==> config.mk <==
export PLATFORM = sky130hd
export DESIGN_NAME = ps2_scancode_rx
export DESIGN_NICKNAME = d
export VERILOG_FILES = /design/src/rtl/ps2_scancode_rx.sv
export SDC_FILE = /design/constraint.sdc
export NUM_CORES = 1
export LEC_CHECK = 0
export CAP_MARGIN = 5
export CORE_UTILIZATION = 55
export CTS_BUF_LIST = sky130_fd_sc_hd__clkbuf_8 sky130_fd_sc_hd__clkbuf_16
export CTS_CLUSTER_SIZE = 40
export DETAILED_ROUTE_END_ITERATION = 10
export DONT_BUFFER_PORTS = 1
export GPL_ROUTABILITY_DRIVEN = 1
export PLACE_DENSITY = 0.82
export SYNTH_ARGS = -nofsm -noshare
export SYNTH_HDL_FRONTEND = slang
export SYNTH_SLANG_ARGS = --single-unit
==> constraint.sdc <==
create_clock -name clk -period 3.55 [get_ports clk]
set_input_delay 0.5325 -clock clk [delete_from_list [all_inputs] [get_ports clk]]
set_output_delay 0.5325 -clock clk [all_outputs]
set_load 0.005 [all_outputs]
==> src/rtl/ps2_scancode_rx.sv <==
// PS/2 keyboard receiver: conditions the device-driven clock/data pins,
// deframes 11-bit frames, resolves the F0 (break) and E0 (extended)
// prefixes and strobes make/break scan codes to the translation stage.
module ps2_scancode_rx #(
  parameter int FILTER_LEN     = 4,
  parameter int TIMEOUT_CYCLES = 50000
) (
  input  logic       clk,
  input  logic       rst_n,
  input  logic       ps2_clk,
  input  logic       ps2_data,
  output logic [7:0] scan_code,
  output logic       scan_ext,
  output logic       scan_valid,
  output logic       scan_release,
  output logic       frame_err
);

  localparam int FW = $clog2(FILTER_LEN + 1);
  localparam int TW = $clog2(TIMEOUT_CYCLES + 1);
  localparam logic [FW-1:0] FILT_LAST = FW'(FILTER_LEN - 1);
  localparam logic [TW-1:0] TO_LAST   = TW'(TIMEOUT_CYCLES - 1);

  typedef enum logic [1:0] {
    IDLE  = 2'd0,
    RECV  = 2'd1,
    CHECK = 2'd2
  } state_t;

  // Odd parity over data plus parity bit: total number of ones must be odd.
  function automatic logic odd_parity_ok(input logic [8:0] bits);
    return ^bits;
  endfunction

  logic          clk_meta_q, clk_meta_d, clk_sync_q, clk_sync_d;
  logic          dat_meta_q, dat_meta_d, dat_sync_q, dat_sync_d;
  logic          filt_clk_q, filt_clk_d, filt_prev_q, filt_prev_d;
  logic [FW-1:0] filt_cnt_q, filt_cnt_d;
  state_t        state_q, state_d;
  logic [3:0]    bit_cnt_q, bit_cnt_d;
  logic [9:0]    shift_q, shift_d;
  logic [TW-1:0] to_cnt_q, to_cnt_d;
  logic          brk_pend_q, brk_pend_d, ext_pend_q, ext_pend_d;
  logic [7:0]    scan_code_q, scan_code_d;
  logic          scan_ext_q, scan_ext_d;
  logic          scan_valid_q, scan_valid_d;
  logic          scan_release_q, scan_release_d;
  logic          frame_err_q, frame_err_d;
  logic          fall_edge_s, frame_done_s, frame_ok_s, timeout_s;

  // State register for synchronizers, filter, FSM, datapath and outputs.
  always_ff @(posedge clk) begin
    if (!rst_n) begin
      clk_meta_q     <= 1'b1;
      clk_sync_q     <= 1'b1;
      dat_meta_q     <= 1'b1;
      dat_sync_q     <= 1'b1;
      filt_clk_q     <= 1'b1;
      filt_prev_q    <= 1'b1;
      filt_cnt_q     <= '0;
      state_q        <= IDLE;
      bit_cnt_q      <= 4'd0;
      shift_q        <= 10'd0;
      to_cnt_q       <= '0;
      brk_pend_q     <= 1'b0;
      ext_pend_q     <= 1'b0;
      scan_code_q    <= 8'h00;
      scan_ext_q     <= 1'b0;
      scan_valid_q   <= 1'b0;
      scan_release_q <= 1'b0;
      frame_err_q    <= 1'b0;
    end else begin
      clk_meta_q     <= clk_meta_d;
      clk_sync_q     <= clk_sync_d;
      dat_meta_q     <= dat_meta_d;
      dat_sync_q     <= dat_sync_d;
      filt_clk_q     <= filt_clk_d;
      filt_prev_q    <= filt_prev_d;
      filt_cnt_q     <= filt_cnt_d;
      state_q        <= state_d;
      bit_cnt_q      <= bit_cnt_d;
      shift_q        <= shift_d;
      to_cnt_q       <= to_cnt_d;
      brk_pend_q     <= brk_pend_d;
      ext_pend_q     <= ext_pend_d;
      scan_code_q    <= scan_code_d;
      scan_ext_q     <= scan_ext_d;
      scan_valid_q   <= scan_valid_d;
      scan_release_q <= scan_release_d;
      frame_err_q    <= frame_err_d;
    end
  end

  // Input conditioning: 2-flop synchronizers and the ps2_clk glitch filter.
  always_comb begin
    clk_meta_d  = ps2_clk;
    clk_sync_d  = clk_meta_q;
    dat_meta_d  = ps2_data;
    dat_sync_d  = dat_meta_q;
    filt_prev_d = filt_clk_q;
    if (clk_sync_q != filt_clk_q) begin
      if (filt_cnt_q == FILT_LAST) begin
        filt_clk_d = clk_sync_q;
        filt_cnt_d = '0;
      end else begin
        filt_clk_d = filt_clk_q;
        filt_cnt_d = filt_cnt_q + FW'(1);
      end
    end else begin
      filt_clk_d = filt_clk_q;
      filt_cnt_d = '0;
    end
  end

  assign fall_edge_s = filt_prev_q & ~filt_clk_q;

  // Next-state logic: frame deframing, bit counting and mid-frame timeout.
  always_comb begin
    state_d      = state_q;
    bit_cnt_d    = bit_cnt_q;
    shift_d      = shift_q;
    to_cnt_d     = to_cnt_q;
    frame_done_s = 1'b0;
    timeout_s    = 1'b0;
    case (state_q)
      IDLE: begin
        to_cnt_d  = '0;
        bit_cnt_d = 4'd0;
        if (fall_edge_s && !dat_sync_q) begin
          state_d = RECV;
        end else begin
          state_d = IDLE;
        end
      end
      RECV: begin
        if (fall_edge_s) begin
          // An edge in the same cycle as expiry keeps the frame alive.
          to_cnt_d = '0;
          shift_d  = {dat_sync_q, shift_q[9:1]};
          if (bit_cnt_q == 4'd9) begin
            state_d      = CHECK;
            bit_cnt_d    = 4'd0;
            frame_done_s = 1'b1;
          end else begin
            bit_cnt_d = bit_cnt_q + 4'd1;
          end
        end else if (to_cnt_q == TO_LAST) begin
          timeout_s = 1'b1;
          state_d   = IDLE;
          to_cnt_d  = '0;
          bit_cnt_d = 4'd0;
        end else begin
          to_cnt_d = to_cnt_q + TW'(1);
        end
      end
      CHECK: begin
        state_d = IDLE;
      end
      default: begin
        state_d = IDLE;
      end
    endcase
  end

  // Frame check uses the completed shift value so strobes appear during CHECK.
  assign frame_ok_s = odd_parity_ok(shift_d[8:0]) & shift_d[9];

  // Output logic: prefix resolution and one-cycle make/break/error strobes.
  always_comb begin
    scan_code_d    = scan_code_q;
    scan_ext_d     = scan_ext_q;
    brk_pend_d     = brk_pend_q;
    ext_pend_d     = ext_pend_q;
    scan_valid_d   = 1'b0;
    scan_release_d = 1'b0;
    frame_err_d    = 1'b0;
    if (frame_done_s) begin
      if (frame_ok_s) begin
        if (shift_d[7:0] == 8'hF0) begin
          brk_pend_d = 1'b1;
        end else if (shift_d[7:0] == 8'hE0) begin
          ext_pend_d = 1'b1;
        end else begin
          scan_code_d    = shift_d[7:0];
          scan_ext_d     = ext_pend_q;
          scan_release_d = brk_pend_q;
          scan_valid_d   = ~brk_pend_q;
          brk_pend_d     = 1'b0;
          ext_pend_d     = 1'b0;
        end
      end else begin
        frame_err_d = 1'b1;
        brk_pend_d  = 1'b0;
        ext_pend_d  = 1'b0;
      end
    end else if (timeout_s) begin
      frame_err_d = 1'b1;
      brk_pend_d  = 1'b0;
      ext_pend_d  = 1'b0;
    end else begin
      frame_err_d = 1'b0;
    end
  end

  assign scan_code    = scan_code_q;
  assign scan_ext     = scan_ext_q;
  assign scan_valid   = scan_valid_q;
  assign scan_release = scan_release_q;
  assign frame_err    = frame_err_q;

endmodule
After elaboration in Yosys (flattened, before gate mapping)
Cells that the tools add are included.
Storage, ports and cells
  bits in registers: 55
  bits of input ports: 4
  output and inout port bits: 12
  logic and storage cells: 88
Cells by class
  add/subtract/negate cells: 3
  eq/ne operators: 11
  mux-type cells: 32
  bitwise operators: 10
  reductions and logical operators: 14
Operators by type and width (number)
  2-to-1 mux 16 bit: 2
  one-hot mux 16 bit (2 select lines): 1
  2-to-1 mux 10 bit: 2
  2-to-1 mux 1 bit: 19
  adder 16 x 1 -> 16 bit, second input constant: 1
  == test 16 bit, second input constant: 1
  == test 8 bit, second input constant: 2
  2-to-1 mux 4 bit: 3
  AND reduction 2 bit: 5
  != test 3 bit, second input constant: 3
  parity 9 bit: 1
  inverter 1 bit: 8
  one-hot mux 4 bit (2 select lines): 1
  2-to-1 mux 2 bit: 3
  OR reduction 5 bit: 1
  adder 4 x 1 -> 4 bit, second input constant: 1
  == test 4 bit, second input constant: 1
  != test 4 bit, second input constant: 1
  one-hot mux 2 bit (2 select lines): 1
  AND reduction 4 bit: 1
  nonzero test 2 bit: 2
  adder 3 x 1 -> 3 bit, second input constant: 1
  == test 3 x 2 -> 1 bit, second input constant: 1
  OR reduction 3 bit: 1
  other kinds (6): 7

Depth between registers and ports, before layout
  depth after elaboration: 9
  gate-level depth with buffers: 12
  gate-level depth less buffers: 10

Worst setup path after synthesis
No wires, ideal clock.
  kind: register to register
  start point: register filt_clk_q
  end point: register scan_code_q[6] (netlist: scan_code[6])
  library setup time: 0.131 ns
  arrival time: 2.719 ns
  data required time: 3.419 ns
  path slack: 0.701 ns
  cell stages (with the launch flop): 13
  path buffers: 3
  clock period less this slack: 2.849 ns
  path through: dfxtp_1 > nand4bb_1 > clkbuf_1 > buf_2 > mux2i_1 > inv_1 > ha_1 > xnor3_1 > xnor2_1 > o2111ai_1 > clkbuf_1 > nand3_1 > o31ai_1
Between the ends
  word-level cells in the longest chain between the ends: 7
  elaborated cells between the ends (all ways): 13
  classes of those cells: eq/ne: 2; mux: 4; bitwise: 5; reduce/logical: 2
RTL lines
  start: declaration: line 37  | logic filt_clk_q, filt_clk_d, filt_prev_q, filt_prev_d;
  start signal: assignment: line 77  | filt_clk_q <= filt_clk_d;
  inverter 1 bit *: line 115  | assign fall_edge_s = filt_prev_q & ~filt_clk_q;
  AND 1 bit *: line 115
  2-to-1 mux 10 bit *: line 136  | if (fall_edge_s) begin
  2-to-1 mux 10 bit *: line 125  | case (state_q)
  net shift_d[7]: line 41  | logic [9:0] shift_q, shift_d;
  parity 9 bit (tied with other cells): line 32  | return ^bits;
  AND 1 bit / inverter 1 bit (equally long branches)
  AND reduction 4 bit (no source line) *
  end signal: assignment: line 86  | scan_code_q <= scan_code_d;
  end: declaration: line 44  | logic [7:0] scan_code_q, scan_code_d;
Mark *: on every way through the listed nets, which the timed path passes. The rest lies on a longest branch.
A chain may end at the register's enable or synchronous reset.

Final worst setup path
  start point: register filt_clk_q
  end point: register scan_code_q[6] (netlist: scan_code[6])
Between the ends
  word-level cells in the longest chain between the ends: 7
  elaborated cells between the ends (all ways): 13
  classes of those cells: eq/ne: 2; mux: 4; bitwise: 5; reduce/logical: 2
RTL lines (line)
  inverter 1 bit *: 115
  AND 1 bit *: 115
  2-to-1 mux 10 bit: 136
  2-to-1 mux 10 bit: 125
  parity 9 bit (tied with other cells): 32
  AND 1 bit / inverter 1 bit (equally long branches)
  AND reduction 4 bit (no source line)
Every way passes the cells marked *; elsewhere a longest branch is shown, timed or not.

==> flow_summary_export.csv <==
group,metric,value,unit
run_status,status,"completed",
synth,synth-compound-area-share,8.430,%
floorplanning,core_area,4086,um2
clock_network,cts-resized-gates,0,
floorplanning,start_util,58.11,%
final_layout,layout_common_cells,"dfxtp_1, nor2_1, nand2_1",
power,p_int,0.0007610,W
clock_network,cts_buffers,5,
synth,synth_top_family_by_area,"simple AND/OR/NAND/NOR gates",
place,placedCellCount,301,
timing,worst_pin_slew,0.9179,ns
synth,synth_top_area_share,46.36,%
synth,yosysTopAreaCell,"dfxtp_1",
final_layout,fin_cells,309,
final_layout,area_growth,5.479,%
place,dp_hpwl,3046,um
clock_network,clockBufferDepth,2,
routing,routed_via_density,5.670,
synth,synth_xor_area_share,6.849,%
routing,drt-total-wl,4334,um
worst_setup_path,cp_data_required_time,3.72,ns
power,leakagePower,0.9833,nW
routing,dr_wl_met3,197,um
timing,setup_viol,0,
final_layout,diodes,0,
min_path,hold_path_class,"in -> reg",
routing,wl_met2,1940,um
timing,layout_setup_ws,0.6074,ns
routing,route.detailed.drc,0,
synth,syn_nets,272,
clock_network,cts_hold_buffers,0,
power,clockPowerShare,35.6,%
synth,synthCells,258,
final_layout,fin_nets,272,
worst_setup_path,crit_arrival,3.11,ns
power,p_per_area,390.2,nW/um2
clock_network,clk_latency,0.32,ns
synth,synth_cell_type_count,44,
power,p_comb_share,1.0,%
synth,synth.yosys.warnings,0,
synth,syn_area_per_cell,9.205,um2
timing,maxSlewViolCount,0,
synth,synth.area.mux_share,3.793,%
timing,tns,0,ns
worst_setup_path,crit_type,"reg -> reg",
clock_network,cts_tree,"built",
clock_network,cts_sinks,55,
power,p_sw,0.0002164,W
synth,yosysSeqAreaShare,46.36,%
routing,drt_iter0_markers,104,
timing,max_slew_margin,38.74,%
routing,met1_length,2097,um
global_route,track_usage,22.04,%
floorplanning,die_x,67.71,um
routing,ant_nets,0,
synth,syn-cell-area,2375,um2
final_layout,final_common_cell,"dfxtp_1",
timing,rsz0062_at_grt,"false",
synth,yosys.area_share.simple,25.71,%
floorplanning,dieHeight,67.71,um
synth,synth_fa_ha_area_share,5.269,%
final_layout,drive_above_1_share,7.722,%
routing,first_pass_iters,4,
place,place.gp.congestion,0.8480,
floorplanning,die_area,4585,um2
routing,top_layer_used,"met4",
timing,final-hold-violation-count,0,
floorplanning,rows,23,
timing,clock.fmax,339.8,MHz
synth,ys_seq_elements,55,
worst_setup_path,cp_max_fo,18,
global_route,antenna_found_initial,0,
clock_network,post_cts_buffers,0,
synth,synth.area.top_cells,"dfxtp_1, nor2_1, ha_1, mux2i_1, nand3_1",
timing,finalCritPeriodShare,82.89,%
global_route,overflow,0,
clock_network,cts.htree.levels,2,
clock_network,cts_root_buf,"clkbuf_8",
global_route,grt_max_degree,31,
power,swShare,22.14,%
place,portBuffers,0,
place,place_ws,0.6643,ns
global_route,grt_pass1_vias,1665,
floorplanning,io_pins,16,
job,drv_cap,0,
power,ir_drop,0.0002706,V
timing,worst_clock_skew,0.01099,ns
routing,wl_per_cell,14.03,um
worst_setup_path,cp-start-kind,"register",
routing,vias,1752,
worst_setup_path,end_kind,"register",
timing,fin_crit,2.943,ns
global_route,grt_pass1_wl,7383,um
power,pwr-share-seq,63.5,%
clock_network,path_clk_slew,0.09,ns
## cell usage after synthesis
master and instances:
or3_1 4, o221a_2 1, and3_1 1, clkbuf_1 8, nand2b_1 9, xnor2_1 8
nor3_1 4, mux2i_1 9, o31ai_1 8, or2_2 1, a21oi_1 9, ha_1 10
nor4bb_1 1, buf_6 1, inv_1 9, or4b_1 1, a211o_2 1, and4_1 1
dfxtp_1 55, xor2_1 8, and2_1 1, nand2_1 22, nand4bb_1 1, a21o_1 1
nand3_1 17, a211oi_2 1, nor2b_1 1, nor4_1 3, nand4b_1 1, nor4_4 1
and3b_1 1, o2111ai_1 1, nand3b_1 3, nand2_2 1, nor2_1 40, o221a_1 1
buf_2 2, or4b_4 1, xnor3_1 1, o21bai_2 1, o21ai_0 2, and3_2 1
nand4_1 3, a31oi_1 2
## layout make-up
cell class              count  area (um2)
flip-flops and latches     55        1101
clock buffers               5       68.82
fillers                   344        1582
repair buffers              4       30.03
inverters                   9       33.78
well taps                  50       62.56
clock inverters             3       20.02
multi-input cells         183        1189
## sequential cells by signal, summed over array words and instances (netlist names), 2 cells and up
signal / flops
to_cnt_q: 16
scan_code: 8
bit_cnt_q: 4
filt_cnt_q: 3
state_q: 2
shift_q: 10
## through the flow
stage	total power, W	hold WS, ns	cell area [um2]	utilization, %
6_report	0.0009774	0.2752	2505	61.30
3_5_place_dp	0.0006442	0.3909	2416	59.12
3_3_place_gp	0.0006440	0.3899	2416	59.12
4_1_cts	0.0009820	0.2677	2505	61.30
2_1_floorplan	0.0006454	0.3863	2375	-
5_1_grt	0.001005	0.2638	2505	61.30
## path summary, 6_finish.rpt
| path | startpoint | endpoint | slack [ns] | cells past startpoint |
|---|---|---|---|---|
| worst max-delay path | filt_clk_q$_SDFFE_PN1P_ | scan_code[6]$_SDFFE_PN0P_ | 0.61 | 10 |
| worst min-delay path | rst_n | filt_clk_q$_SDFFE_PN1P_ | 0.28 | 1 |
| worst max register to register | filt_clk_q$_SDFFE_PN1P_ | scan_code[6]$_SDFFE_PN0P_ | 0.61 | 10 |
| worst min register to register | clk_meta_q$_SDFF_PN1_ | clk_sync_q$_SDFF_PN1_ | 0.41 | 1 |
## power groups by stage
stage / Clock, W / Combinational [W] / Sequential, W
2_1_floorplan: 0 / 0.0000111 / 0.000634
3_3_place_gp: 0 / 0.00000933 / 0.000635
3_5_place_dp: 0 / 0.00000950 / 0.000635
4_1_cts: 0.000352 / 0.00000957 / 0.000620
5_1_grt: 0.000373 / 0.0000110 / 0.000621
6_report: 0.000347 / 0.00000953 / 0.000620
## layer usage
layer,GRT usage [%],vias to the layer above
met1,28.42,829
met3,7.601,11
li1,-,882
met2,33.42,30
met4,8.777,0
met5,0,-
## critical path, cell delays in order, from the launching register on
cell       delay (ns)
dfxtp_1          0.41
nand4bb_1        0.29
buf_4            0.25
mux2i_1          0.37
ha_1             0.30
xnor3_1          0.19
xnor2_1          0.32
o2111ai_1        0.23
buf_4            0.25
nand3_1          0.10
o31ai_1          0.07
## kinds of logic (layout without fill, tap and decap cells)
family / Yosys count / after routing
flops: 55 / 55
compound gates: 28 / 28
simple gates: 119 / 119
mux: 9 / 9
buf+inv: 20 / 21
xor+xnor: 17 / 17
fa+ha+maj: 10 / 10
(Power assumes the default switching activity.)
